### src/rtl/tusca_rx_pkg.sv
// Shared definitions for the serial word receivers.
// Contents:
//   PARITY_NONE / PARITY_EVEN / PARITY_ODD : values for the PARITY_MODE parameter
//   rx_state_e                             : bit-level FSM states, also exported on db_estado
package tusca_rx_pkg;

   localparam int unsigned PARITY_NONE = 0;
   localparam int unsigned PARITY_EVEN = 1;
   localparam int unsigned PARITY_ODD  = 2;

   typedef enum logic [2:0] {
      IDLE   = 3'd0,
      START  = 3'd1,
      DATA   = 3'd2,
      PARITY = 3'd3,
      STOP   = 3'd4
   } rx_state_e;

endpackage

### src/rtl/rx_serial_frame.sv
// Single byte-frame receiver: 2-flop synchroniser plus bit-level FSM.
// A frame is start bit, DATA_BITS data bits (LSB first), optional parity bit and one stop bit.
// Ports:
//   clock        in   system clock, rising edge
//   reset        in   asynchronous active-low reset
//   rx_serial    in   raw serial line, idle high
//   data_byte    out  received data bits, valid while byte_ok / error pulses are high
//   byte_ok      out  one-cycle pulse: stop = 1 and parity good
//   parity_error out  one-cycle pulse: parity bit mismatch
//   frame_error  out  one-cycle pulse: stop bit sampled as 0
//   estado       out  current FSM state
// The three pulses are combinational and coincide with the stop-bit sampling cycle.
module rx_serial_frame
   import tusca_rx_pkg::*;
#(
   parameter int unsigned CLKS_PER_BIT = 5208,
   parameter int unsigned DATA_BITS    = 8,
   parameter int unsigned PARITY_MODE  = PARITY_ODD
) (
   input  logic                 clock,
   input  logic                 reset,
   input  logic                 rx_serial,
   output logic [DATA_BITS-1:0] data_byte,
   output logic                 byte_ok,
   output logic                 parity_error,
   output logic                 frame_error,
   output logic [2:0]           estado
);

   localparam int unsigned CNT_W = $clog2(CLKS_PER_BIT);
   localparam int unsigned IDX_W = $clog2(DATA_BITS);
   localparam logic [CNT_W-1:0] CNT_LAST = CNT_W'(CLKS_PER_BIT - 1);
   localparam logic [CNT_W-1:0] CNT_HALF = CNT_W'(CLKS_PER_BIT / 2 - 1);
   localparam logic [IDX_W-1:0] IDX_LAST = IDX_W'(DATA_BITS - 1);

   logic [1:0]           sync_q;
   logic                 rx_s;
   rx_state_e            state_q, state_d;
   logic [CNT_W-1:0]     cnt_q, cnt_d;
   logic [IDX_W-1:0]     idx_q, idx_d;
   logic [DATA_BITS-1:0] shift_q, shift_d;
   logic                 par_q, par_d;
   logic                 bit_tick;
   logic                 stop_sample;
   logic                 par_expected;
   logic                 par_bad;

   assign rx_s     = sync_q[1];
   assign bit_tick = (cnt_q == CNT_LAST);

   always_comb begin
      state_d     = state_q;
      cnt_d       = cnt_q;
      idx_d       = idx_q;
      shift_d     = shift_q;
      par_d       = par_q;
      stop_sample = 1'b0;
      case (state_q)
         IDLE: begin
            if (!rx_s) begin
               cnt_d   = '0;
               state_d = START;
            end
         end
         START: begin
            // Mid start bit: a line back at 1 here was only a glitch.
            if (cnt_q == CNT_HALF) begin
               cnt_d   = '0;
               idx_d   = '0;
               state_d = rx_s ? IDLE : DATA;
            end else begin
               cnt_d = cnt_q + 1'b1;
            end
         end
         DATA: begin
            if (bit_tick) begin
               cnt_d   = '0;
               shift_d = {rx_s, shift_q[DATA_BITS-1:1]};
               if (idx_q == IDX_LAST) begin
                  state_d = (PARITY_MODE == PARITY_NONE) ? STOP : PARITY;
               end else begin
                  idx_d = idx_q + 1'b1;
               end
            end else begin
               cnt_d = cnt_q + 1'b1;
            end
         end
         PARITY: begin
            if (bit_tick) begin
               cnt_d   = '0;
               par_d   = rx_s;
               state_d = STOP;
            end else begin
               cnt_d = cnt_q + 1'b1;
            end
         end
         STOP: begin
            // Leave at mid stop bit so a following start edge is never missed.
            if (bit_tick) begin
               cnt_d       = '0;
               stop_sample = 1'b1;
               state_d     = IDLE;
            end else begin
               cnt_d = cnt_q + 1'b1;
            end
         end
         default: state_d = IDLE;
      endcase
   end

   always_comb begin
      par_expected = par_q;
      if (PARITY_MODE == PARITY_EVEN) begin
         par_expected = ^shift_q;
      end else if (PARITY_MODE == PARITY_ODD) begin
         par_expected = ~^shift_q;
      end
      par_bad = (PARITY_MODE != PARITY_NONE) && (par_q != par_expected);
   end

   assign data_byte    = shift_q;
   assign byte_ok      = stop_sample && rx_s && !par_bad;
   assign parity_error = stop_sample && par_bad;
   assign frame_error  = stop_sample && !rx_s;
   assign estado       = state_q;

   always_ff @(posedge clock or negedge reset) begin
      if (!reset) begin
         sync_q  <= 2'b11;
         state_q <= IDLE;
         cnt_q   <= '0;
         idx_q   <= '0;
         shift_q <= '0;
         par_q   <= 1'b0;
      end else begin
         sync_q  <= {sync_q[0], rx_serial};
         state_q <= state_d;
         cnt_q   <= cnt_d;
         idx_q   <= idx_d;
         shift_q <= shift_d;
         par_q   <= par_d;
      end
   end

endmodule

### src/rtl/rx_serial_word.sv
// Serial word receiver: assembles BYTES_PER_WORD byte-frames (first byte in the low bits) into
// a word held under a valid/ack handshake, with sticky overrun detection.
// Optional feature macro: RX_TIMEOUT_EN -- when defined, a partial word left idle for
// TIMEOUT_BITS bit times is discarded and timeout pulses; otherwise timeout is tied to 0.
// Ports:
//   clock        in   system clock, rising edge
//   reset        in   asynchronous active-low reset
//   rx_serial    in   serial line, idle high
//   word_ack     in   consumer has taken the held word
//   word_data    out  assembled word
//   word_valid   out  level, word_data holds an unacknowledged word
//   parity_error out  one-cycle pulse
//   frame_error  out  one-cycle pulse
//   overrun      out  sticky, a word completed while word_valid was set
//   timeout      out  one-cycle pulse, partial word discarded
//   db_estado    out  bit-FSM state for debug
module rx_serial_word
   import tusca_rx_pkg::*;
#(
   parameter int unsigned CLKS_PER_BIT   = 5208,
   parameter int unsigned DATA_BITS      = 8,
   parameter int unsigned PARITY_MODE    = PARITY_ODD,
   parameter int unsigned BYTES_PER_WORD = 2,
   parameter int unsigned TIMEOUT_BITS   = 20
) (
   input  logic                                clock,
   input  logic                                reset,
   input  logic                                rx_serial,
   input  logic                                word_ack,
   output logic [BYTES_PER_WORD*DATA_BITS-1:0] word_data,
   output logic                                word_valid,
   output logic                                parity_error,
   output logic                                frame_error,
   output logic                                overrun,
   output logic                                timeout,
   output logic [2:0]                          db_estado
);

   localparam int unsigned WORD_W = BYTES_PER_WORD * DATA_BITS;
   localparam int unsigned BIDX_W = (BYTES_PER_WORD > 1) ? $clog2(BYTES_PER_WORD) : 1;
   localparam logic [BIDX_W-1:0] BIDX_LAST = BIDX_W'(BYTES_PER_WORD - 1);

   if (CLKS_PER_BIT < 4 || DATA_BITS < 5 || DATA_BITS > 9 || PARITY_MODE > PARITY_ODD ||
       BYTES_PER_WORD < 1 || BYTES_PER_WORD > 4 || TIMEOUT_BITS < 1) begin : g_param_check
      $error("rx_serial_word: illegal parameter value");
   end

   logic [DATA_BITS-1:0] f_byte;
   logic                 f_byte_ok;
   logic                 f_perr;
   logic                 f_ferr;
   logic [2:0]           f_state;

   logic [WORD_W-1:0] asm_q, asm_d;
   logic [WORD_W-1:0] merged;
   logic [BIDX_W-1:0] bidx_q, bidx_d;
   logic [WORD_W-1:0] word_q, word_d;
   logic              valid_q, valid_d;
   logic              ovr_q, ovr_d;
   logic              perr_q, ferr_q;
   logic              tmo_fire;

   rx_serial_frame #(
      .CLKS_PER_BIT(CLKS_PER_BIT),
      .DATA_BITS   (DATA_BITS),
      .PARITY_MODE (PARITY_MODE)
   ) u_frame (
      .clock       (clock),
      .reset       (reset),
      .rx_serial   (rx_serial),
      .data_byte   (f_byte),
      .byte_ok     (f_byte_ok),
      .parity_error(f_perr),
      .frame_error (f_ferr),
      .estado      (f_state)
   );

`ifdef RX_TIMEOUT_EN
   localparam int unsigned TMO_CYCLES = TIMEOUT_BITS * CLKS_PER_BIT;
   localparam int unsigned TMO_W      = $clog2(TMO_CYCLES);

   logic [TMO_W-1:0] tmo_cnt_q, tmo_cnt_d;
   logic             tmo_pulse_q;

   // Counts only while waiting between bytes of a partial word; leaving IDLE clears it.
   always_comb begin
      tmo_cnt_d = '0;
      tmo_fire  = 1'b0;
      if (f_state == IDLE && bidx_q != '0) begin
         if (tmo_cnt_q == TMO_W'(TMO_CYCLES - 1)) begin
            tmo_fire = 1'b1;
         end else begin
            tmo_cnt_d = tmo_cnt_q + 1'b1;
         end
      end
   end

   always_ff @(posedge clock or negedge reset) begin
      if (!reset) begin
         tmo_cnt_q   <= '0;
         tmo_pulse_q <= 1'b0;
      end else begin
         tmo_cnt_q   <= tmo_cnt_d;
         tmo_pulse_q <= tmo_fire;
      end
   end

   assign timeout = tmo_pulse_q;
`else
   assign tmo_fire = 1'b0;
   assign timeout  = 1'b0;
`endif

   always_comb begin
      asm_d   = asm_q;
      bidx_d  = bidx_q;
      word_d  = word_q;
      valid_d = valid_q;
      ovr_d   = ovr_q;

      merged = asm_q;
      merged[bidx_q*DATA_BITS +: DATA_BITS] = f_byte;

      if (word_ack && valid_q) begin
         valid_d = 1'b0;
         ovr_d   = 1'b0;
      end

      if (f_perr || f_ferr) begin
         bidx_d = '0;
      end else if (f_byte_ok) begin
         if (bidx_q == BIDX_LAST) begin
            bidx_d = '0;
            // A same-cycle ack frees the holding register, so the new word is taken.
            if (!valid_q || word_ack) begin
               word_d  = merged;
               valid_d = 1'b1;
            end else begin
               ovr_d = 1'b1;
            end
         end else begin
            asm_d  = merged;
            bidx_d = bidx_q + 1'b1;
         end
      end else if (tmo_fire) begin
         bidx_d = '0;
      end
   end

   always_ff @(posedge clock or negedge reset) begin
      if (!reset) begin
         asm_q   <= '0;
         bidx_q  <= '0;
         word_q  <= '0;
         valid_q <= 1'b0;
         ovr_q   <= 1'b0;
         perr_q  <= 1'b0;
         ferr_q  <= 1'b0;
      end else begin
         asm_q   <= asm_d;
         bidx_q  <= bidx_d;
         word_q  <= word_d;
         valid_q <= valid_d;
         ovr_q   <= ovr_d;
         perr_q  <= f_perr;
         ferr_q  <= f_ferr;
      end
   end

   assign word_data    = word_q;
   assign word_valid   = valid_q;
   assign overrun      = ovr_q;
   assign parity_error = perr_q;
   assign frame_error  = ferr_q;
   assign db_estado    = f_state;

endmodule

### config.mk
export PLATFORM = sky130hd
export DESIGN_NAME = rx_serial_word
export DESIGN_NICKNAME = d
export VERILOG_FILES = /design/src/rtl/tusca_rx_pkg.sv /design/src/rtl/rx_serial_frame.sv /design/src/rtl/rx_serial_word.sv
export SDC_FILE = /design/constraint.sdc
export NUM_CORES = 1
export LEC_CHECK = 0
export ABC_AREA = 1
export CAP_MARGIN = 20
export CORE_MARGIN = 2
export CORE_UTILIZATION = 45
export CTS_BUF_LIST = sky130_fd_sc_hd__clkbuf_16
export DETAILED_ROUTE_END_ITERATION = 12
export GPL_TIMING_DRIVEN = 0
export HOLD_SLACK_MARGIN = 0.06
export SYNTH_ARGS = -nofsm -noshare
export SYNTH_HDL_FRONTEND = slang
export SYNTH_SLANG_ARGS = --single-unit
export TNS_END_PERCENT = 50
### constraint.sdc
create_clock -name clock -period 2.5 [get_ports clock]
set_clock_uncertainty 0.2 [all_clocks]
set_input_delay 0.25 -clock clock [delete_from_list [all_inputs] [get_ports clock]]
set_output_delay 0.25 -clock clock [all_outputs]
set_load 0.01 [all_outputs]
==> results.ini, run 1 <==
[layout]
drive_gt1_share_pct = 7.64
final_cell_mix = 145 x nand2_1, 65 x dfrtp_1, 47 x inv_1, 32 x nor2_1, 31 x o21ai_0
syn_to_final_growth_pct = 19.2
fillerInstances = 715
layout.nets = 473
antenna_cells = 0
layout_commonest_cell = nand2_1
final_area_sq_um = 4000

[yosys]
synth_compound_area_share_pct = 6.04
syn_area_per_cell_sq_um = 7.85
synthAdderAreaFrac_pct = 1.12
syn_nets = 435
yosysSeqAreaShare_pct = 50.0
synthMuxAreaShare_pct = 0
synth_top_family_by_area = simple AND/OR/NAND/NOR gates
synth_warnings = 0
synth-simple-area-share_pct = 32.4
synth_xor_area_share_pct = 1.83
synth.distinct_cells = 31
syn_area_sq_um = 3360
ys_ff_latch = 67
synthCells = 428

[floorplanning]
dieArea_sq_um = 8170
io_pins = 28
coreArea_sq_um = 7250
die_h_um = 90.4
row_count = 31
start_util_pct = 46.3
die_width_um = 90.4

[clock_network]
clock_sinks = 67
cts_resized = 0
clk_latency_ns = 0.32
clkTransAtPathRegs_ns = 0.05
cts_max_level = 3
ctsLongestPathBuffers = 2
cts_root_buffer = clkbuf_16
cts_buffers = 9
tritoncts = built

[power]
pwr-share-comb_pct = 1.4
power_frac_seq_pct = 49.7
intPower_mw = 1.74
p_clk_share_pct = 48.9
power_leakage_nw = 2.02
powerDensity_nw_per_um2 = 548
p_switching_mw = 0.450
switching_share_pct = 20.5
power_mw = 2.19
ir_drop_uv = 310

[placed_design]
hpwl_mm = 5.10
routabilityCongestion = 0.886
port_buffers = 26
placed_cell_area_sq_um = 3740

[critical_path]
cp_common_cell = nand2_1
crit_start = u_frame.cnt_q[0]
cp-start-kind = flip-flop
critPathKind = flip-flop to flip-flop
worstPathCellList = ha_1 -> nand4_1 -> nor2_1 -> nand3_1 -> nor2_4 -> nand4_4 -> nand2_1 -> nand2_1 -> inv_1
cp.arrival_ns = 2.31
rr_startpoint = u_frame.cnt_q[0]
rr_worst_depth = 9
max_stage_delay_ns = 0.39
critPathMaxFanout = 9
cp_data_required_time_ns = 2.57
end_kind = flip-flop
crit_path_top_delay_cell = dfrtp_1

[global_route]
grt_overflow = 0
grt_pass1_wl_mm = 12.9
grt_usage_pct = 19.8
grt_max_degree = 68
antenna_found_initial = 0
grt_pass1_vias = 2732

[sta]
finalHoldWorstSlack_ns = 0.132
slew_viol_final = 0
setup_viol = 0
rsz0062_at_grt = false
tns_ns = 0
max_freq_mhz = 445
period_minus_slack_ns = 2.25
hold_viol_final = 0
finalCritPeriodShare_pct = 89.9
max-slew-margin-rel_pct = 43.5
tightest_slew_ns = 0.848

[drt]
first_pass_iters = 7
drtAntennaViolNets = 0
viasPerCell = 4.92
drc = 0
drt_wl_total_mm = 7.15
vias = 2803
drt_iter0_drc = 105
wl_per_cell_um = 12.5

[hold_path]
hp-start = rx_serial
worstHoldPathCells = 1
hold_path_class = input port to flip-flop

[flow_run]
max_cap_viol_count = 0

[outcome]
status = finished clean

## cells by family (layout without fill, tap and decap cells)
group                    after synthesis  count (layout)
AO/OA/AOI/OAI                         39              39
XOR/XNOR                               7               7
adder cells (fa/ha/maj)                3               3
buffers and inverters                 70             113
flip-flops                            67              67
other                                  1               1
AND/OR/NAND/NOR                      241             241
## worst max-delay path, delay by kind of cell, from the launching register on
kind	cells	cell delay (ns)
and+or+nand+nor	7	1.31
DFF	1	0.39
adders and majority gates	1	0.24
buffers and inverters	1	0.05
## path summary, 6_finish.rpt
| path | slack (ns) | endpoint |
|---|---|---|
| worst min register to register | 0.15 | u_frame.sync_q[1] |
| worst max register to register | 0.25 | asm_q[1] |
| worst min-delay path | 0.13 | u_frame.sync_q[0] |
| max in group asynchronous | 1.17 | asm_q[8] |
| min in group asynchronous | 0.38 | u_frame.cnt_q[2] |
| worst max-delay path | 0.25 | asm_q[1] |
## metal layers
metal / vias up / global-route usage [%] / share of wire (%)
met5: - / 0 / 0
met4: 0 / 6.54 / 0.82
met3: 4 / 5.76 / 4.7
met2: 66 / 30.1 / 43
met1: 1290 / 27.3 / 51
li1: 1443 / - / -
## synth_stat cells
cell | count | area (sq um)
nor4_1 | 1 | 6.26
inv_2 | 5 | 18.8
buf_2 | 6 | 30.0
buf_4 | 2 | 15.0
conb_1 | 1 | 3.75
o21ai_0 | 31 | 155
xor2_1 | 6 | 52.6
dfrtp_1 | 65 | 1630
nand3_4 | 1 | 17.5
a21boi_0 | 2 | 15.0
nor3_1 | 10 | 50.1
nand2_2 | 1 | 6.26
a21oi_1 | 4 | 20.0
dfstp_2 | 2 | 52.6
clkbuf_1 | 12 | 45.0
nor3b_1 | 1 | 7.51
nand3_1 | 16 | 80.1
nand4_4 | 1 | 21.3
nor3_4 | 2 | 32.5
xnor2_1 | 1 | 8.76
ha_1 | 3 | 37.5
nand2_1 | 145 | 544
nor2_2 | 1 | 6.26
o22ai_1 | 1 | 6.26
nand3_2 | 1 | 10.0
a31oi_1 | 1 | 6.26
nor2_1 | 32 | 120
buf_6 | 1 | 11.3
inv_1 | 44 | 165
nor2_4 | 1 | 11.3
nand4_1 | 28 | 175
## through the flow
stage	worst slack [ns]	util [%]	std cells
3_3_place_gp	-1.30	51.6	553
4_1_cts	0.279	55.2	570
5_1_grt	0.0924	55.2	570
3_5_place_dp	0.301	51.6	553
2_1_floorplan	0.636	-	428
6_report	0.253	55.2	570
## power groups by stage
stage,sequential [mW],clock (mW),combinational [mW]
2_1_floorplan,1.11,0,0.00423
3_3_place_gp,1.11,0,0.0316
3_5_place_dp,1.11,0,0.0317
4_1_cts,1.09,1.11,0.0332
5_1_grt,1.09,1.15,0.0366
6_report,1.09,1.07,0.0308
## what timing repair did
item / in CTS / in global routing
buffers inserted: 0 / 0
setup endpoints to repair: 0 / 0
endpoints found under the hold margin: 65 / 0
hold buffers: 1 / 0
## sequential cells by signal, indices dropped and copies added, names as in the netlist
register,flops
u_frame.estado,3
u_frame.cnt_q,13
u_frame.idx_q,3
parity_error,1
overrun,1
word_valid,1
u_frame.data_byte,8
word_data,16
u_frame.sync_q,2
bidx_q,1
u_frame.par_q,1
frame_error,1
asm_q,16
## area by class of cell
cell class | count | area, sq um | share of cell area (%)
Clock buffer | 9 | 225 | 5.63
Timing Repair Buffer | 27 | 268 | 6.69
Clock inverter | 7 | 28.8 | 0.719
Tap cell | 99 | 124 | 3.09
Buffer | 21 | 101 | 2.53
Inverter | 49 | 184 | 4.59
Sequential cell | 67 | 1680 | 41.9
Multi-Input combinational cell | 291 | 1390 | 34.8
(Power assumes the default switching activity.)
==> inputs of run 2 (changes only) <==
--- a/config.mk
+++ b/config.mk
@@ -8,11 +8,12 @@
 export ABC_AREA = 1
 export CAP_MARGIN = 20
 export CORE_MARGIN = 2
-export CORE_UTILIZATION = 45
+export CORE_UTILIZATION = 50
 export CTS_BUF_LIST = sky130_fd_sc_hd__clkbuf_16
 export DETAILED_ROUTE_END_ITERATION = 12
 export GPL_TIMING_DRIVEN = 0
 export HOLD_SLACK_MARGIN = 0.06
+export PLACE_DENSITY = 0.7
 export SYNTH_ARGS = -nofsm -noshare
 export SYNTH_HDL_FRONTEND = slang
 export SYNTH_SLANG_ARGS = --single-unit
==> run 2 against run 1 <==
  * Routed wire length is 1.9% lower
  * Sequential power about the same
  * Critical path type unchanged
  * Cell count down 3.9%
  * Critical endpoint is now word_data[5]
  * Sequential cell count stayed put
  * Global-route usage is 1.4 points higher
==> results.ini, run 2 (synthesis results as in run 1) <==
[outcome]
status = finished clean

[sta]
max_freq_mhz = 463  ; +4.0%
period_minus_slack_ns = 2.16  ; -0.0857 ns
hold_viol_final = 0  ; unchanged
setup_viol = 0  ; unchanged
finalCritPeriodShare_pct = 86.5  ; -3.4 points
tightest_slew_ns = 0.844  ; -0.00428 ns
slew_viol_final = 0  ; unchanged
max-slew-margin-rel_pct = 43.8  ; +0.29 points
tns_ns = 0  ; unchanged
worst_slack_ns = 0.338  ; +0.0857 ns
rsz0062_at_grt = false

[global_route]
antenna_found_initial = 0  ; unchanged
grt_pass1_wl_mm = 12.4  ; -4.3%
grt_usage_pct = 21.2  ; +1.4 points
grt_pass1_vias = 2619  ; -4.1%
grt_overflow = 0  ; unchanged
grt_max_degree = 68  ; unchanged

[critical_path]
rr_worst_depth = 8  ; -1
cp-start-kind = flip-flop
reg2reg_slack_ns = 0.34  ; +0.09 ns
cp.arrival_ns = 2.22  ; -0.09 ns
rr_startpoint = u_frame.cnt_q[0]
end_kind = flip-flop
critPathMaxFanout = 10  ; +1
max_stage_delay_ns = 0.39  ; about the same
worstPathCellList = ha_1 -> nand3_1 -> nor2_2 -> nand3_2 -> nor3_4 -> buf_4 -> nand4_1 -> nand2_1
cp_data_required_time_ns = 2.56  ; about the same
critPathKind = flip-flop to flip-flop
crit_path_top_delay_cell = dfrtp_1
rr_endpoint = word_data[5]

[placed_design]
hpwl_mm = 4.90  ; -4.0%
pre_cts_ws_ns = 0.350  ; +0.0487 ns
port_buffers = 26  ; unchanged
routabilityCongestion = 0.884  ; -0.23%
placed_cell_area_sq_um = 3710  ; -0.74%

[power]
pwr-share-comb_pct = 1.4  ; about the same
intPower_mw = 1.74  ; about the same
switching_share_pct = 20.4  ; -0.10 points
power_leakage_nw = 2.02  ; unchanged
powerDensity_nw_per_um2 = 551  ; +0.56%
power_mw = 2.19  ; -0.13%
p_switching_mw = 0.447  ; -0.64%
ir_drop_uv = 413  ; +33%
p_clk_share_pct = 48.8  ; about the same
power_frac_seq_pct = 49.8  ; about the same

[drt]
vias = 2856  ; +1.9%
drt_wl_total_mm = 7.02  ; -1.9%
viasPerCell = 5.21  ; +6.0%
drt_iter0_drc = 188  ; +79%
drtAntennaViolNets = 0  ; unchanged
wl_per_cell_um = 12.8  ; +2.0%
first_pass_iters = 4  ; -3
drc = 0  ; unchanged

[clock_network]
cts_max_level = 3  ; unchanged
clkTransAtPathRegs_ns = 0.05  ; about the same
clk_latency_ns = 0.33  ; about the same
tritoncts = built
ctsLongestPathBuffers = 2  ; unchanged
cts_root_buffer = clkbuf_16
cts_buffers = 9  ; unchanged
post_cts_buffers = 0  ; unchanged
clock_sinks = 67  ; unchanged

[hold_path]
hp-start = rx_serial
min_to = u_frame.sync_q[0]
worstHoldPathCells = 1  ; unchanged
hold_path_class = input port to flip-flop

[floorplanning]
coreArea_sq_um = 6420  ; -11%
die_h_um = 86.0  ; -4.9%
io_pins = 28  ; unchanged
dieArea_sq_um = 7390  ; -9.6%
start_util_pct = 52.3  ; +6.0 points
die_width_um = 86.0  ; -4.9%
row_count = 29  ; -6.5%

[layout]
syn_to_final_growth_pct = 18.4
antenna_cells = 0  ; unchanged
layout.nets = 473  ; unchanged
layout_commonest_cell = nand2_1
final_area_sq_um = 3980  ; -0.69%
seqCellArea_sq_um = 1680  ; unchanged
multi_input_area_sq_um = 1390  ; unchanged
final_cell_mix = 145 x nand2_1, 65 x dfrtp_1, 47 x inv_1, 32 x nor2_1, 31 x o21ai_0
fillerInstances = 574  ; -20%
fin_util_pct = 61.9  ; +6.7 points
drive_gt1_share_pct = 7.64  ; unchanged

[flow_run]
max_cap_viol_count = 0  ; unchanged

==> run 2: cell counts in the layout (fill, tap and decap cells not counted) <==
No cell type changed its count.
==> run 2: how the worst max path moves through the flow <==
stage / slack, ns / start / endpoint
3_3_place_gp: -1.24 / reset / asm_q[8]
3_5_place_dp: 0.35 / u_frame.cnt_q[0] / word_data[14]
6_report: 0.34 / u_frame.cnt_q[0] / word_data[5]
2_1_floorplan: 0.64 / u_frame.cnt_q[0] / word_data[5]
5_1_grt: 0.11 / u_frame.cnt_q[0] / word_data[6]
4_1_cts: 0.33 / u_frame.cnt_q[0] / word_data[6]
==> run 2: cell type report <==
cell class,instances,share of cell area (%)
inverter,49,4.63
sequential,67,42.2
timing repair buffer,27,6.73
multi-input combinational,291,35.1
clock inverter,7,0.724
tap,77,2.42
buffer,21,2.55
clock buffer,9,5.66
==> run 2: per-stage QoR <==
step / cells / hold WS [ns]
after CTS: 548 / 0.133
after global routing: 548 / 0.134
after global placement: 531 / 0.146
after floorplan: 428 / -0.246
final: 548 / 0.134
after detailed placement: 531 / 0.147
==> run 2: metal layers <==
metal | global-route usage [%] | vias to the layer above | part of all wire (%)
met1 | 31.2 | 1358 | 51
met2 | 31.4 | 54 | 46
met3 | 5.20 | 3 | 3.3
met4 | 5.77 | 0 | 0.24
met5 | 0 | - | 0
li1 | - | 1441 | -
==> run 2: power by group through the flow <==
stage	Combinational [mW]	Sequential (mW)	Clock [mW]
finish	0.0307	1.09	1.07
global route	0.0365	1.09	1.15
CTS	0.0326	1.09	1.09
detailed placement	0.0311	1.11	0
global placement	0.0313	1.11	0
floorplan	0.00423	1.11	0
==> run 2: what timing repair did <==
action,4_1_cts,5_1_grt
setup endpoints to repair,0,0
hold endpoints to repair,65,0
hold buffers,1,0
resized for setup,0,0
==> run 2: critical path, delay by kind of cell (launching register included) <==
kind / cells / cell delay (ns)
simple gates: 6 / 1.00
fa+ha+maj: 1 / 0.24
flops: 1 / 0.39
buf+inv: 1 / 0.26
==> inputs of run 3 (changes only) <==
--- a/config.mk
+++ b/config.mk
@@ -6,7 +6,6 @@
 export NUM_CORES = 1
 export LEC_CHECK = 0
 export ABC_AREA = 1
-export CAP_MARGIN = 20
 export CORE_MARGIN = 2
 export CORE_UTILIZATION = 50
 export CTS_BUF_LIST = sky130_fd_sc_hd__clkbuf_16
@@ -14,6 +13,7 @@
 export GPL_TIMING_DRIVEN = 0
 export HOLD_SLACK_MARGIN = 0.06
 export PLACE_DENSITY = 0.7
+export SKIP_CTS_REPAIR_TIMING = 1
 export SYNTH_ARGS = -nofsm -noshare
 export SYNTH_HDL_FRONTEND = slang
 export SYNTH_SLANG_ARGS = --single-unit
==> results of run 3 <==
The final DEF is identical to that of run 2; final timing and power are the same.
Main changes from that run: wire length of the first global-routing pass 12400 um -> 12300 um; via count of the first global-routing pass 2619 -> 2613; met2 usage 31.4% -> 31.3%
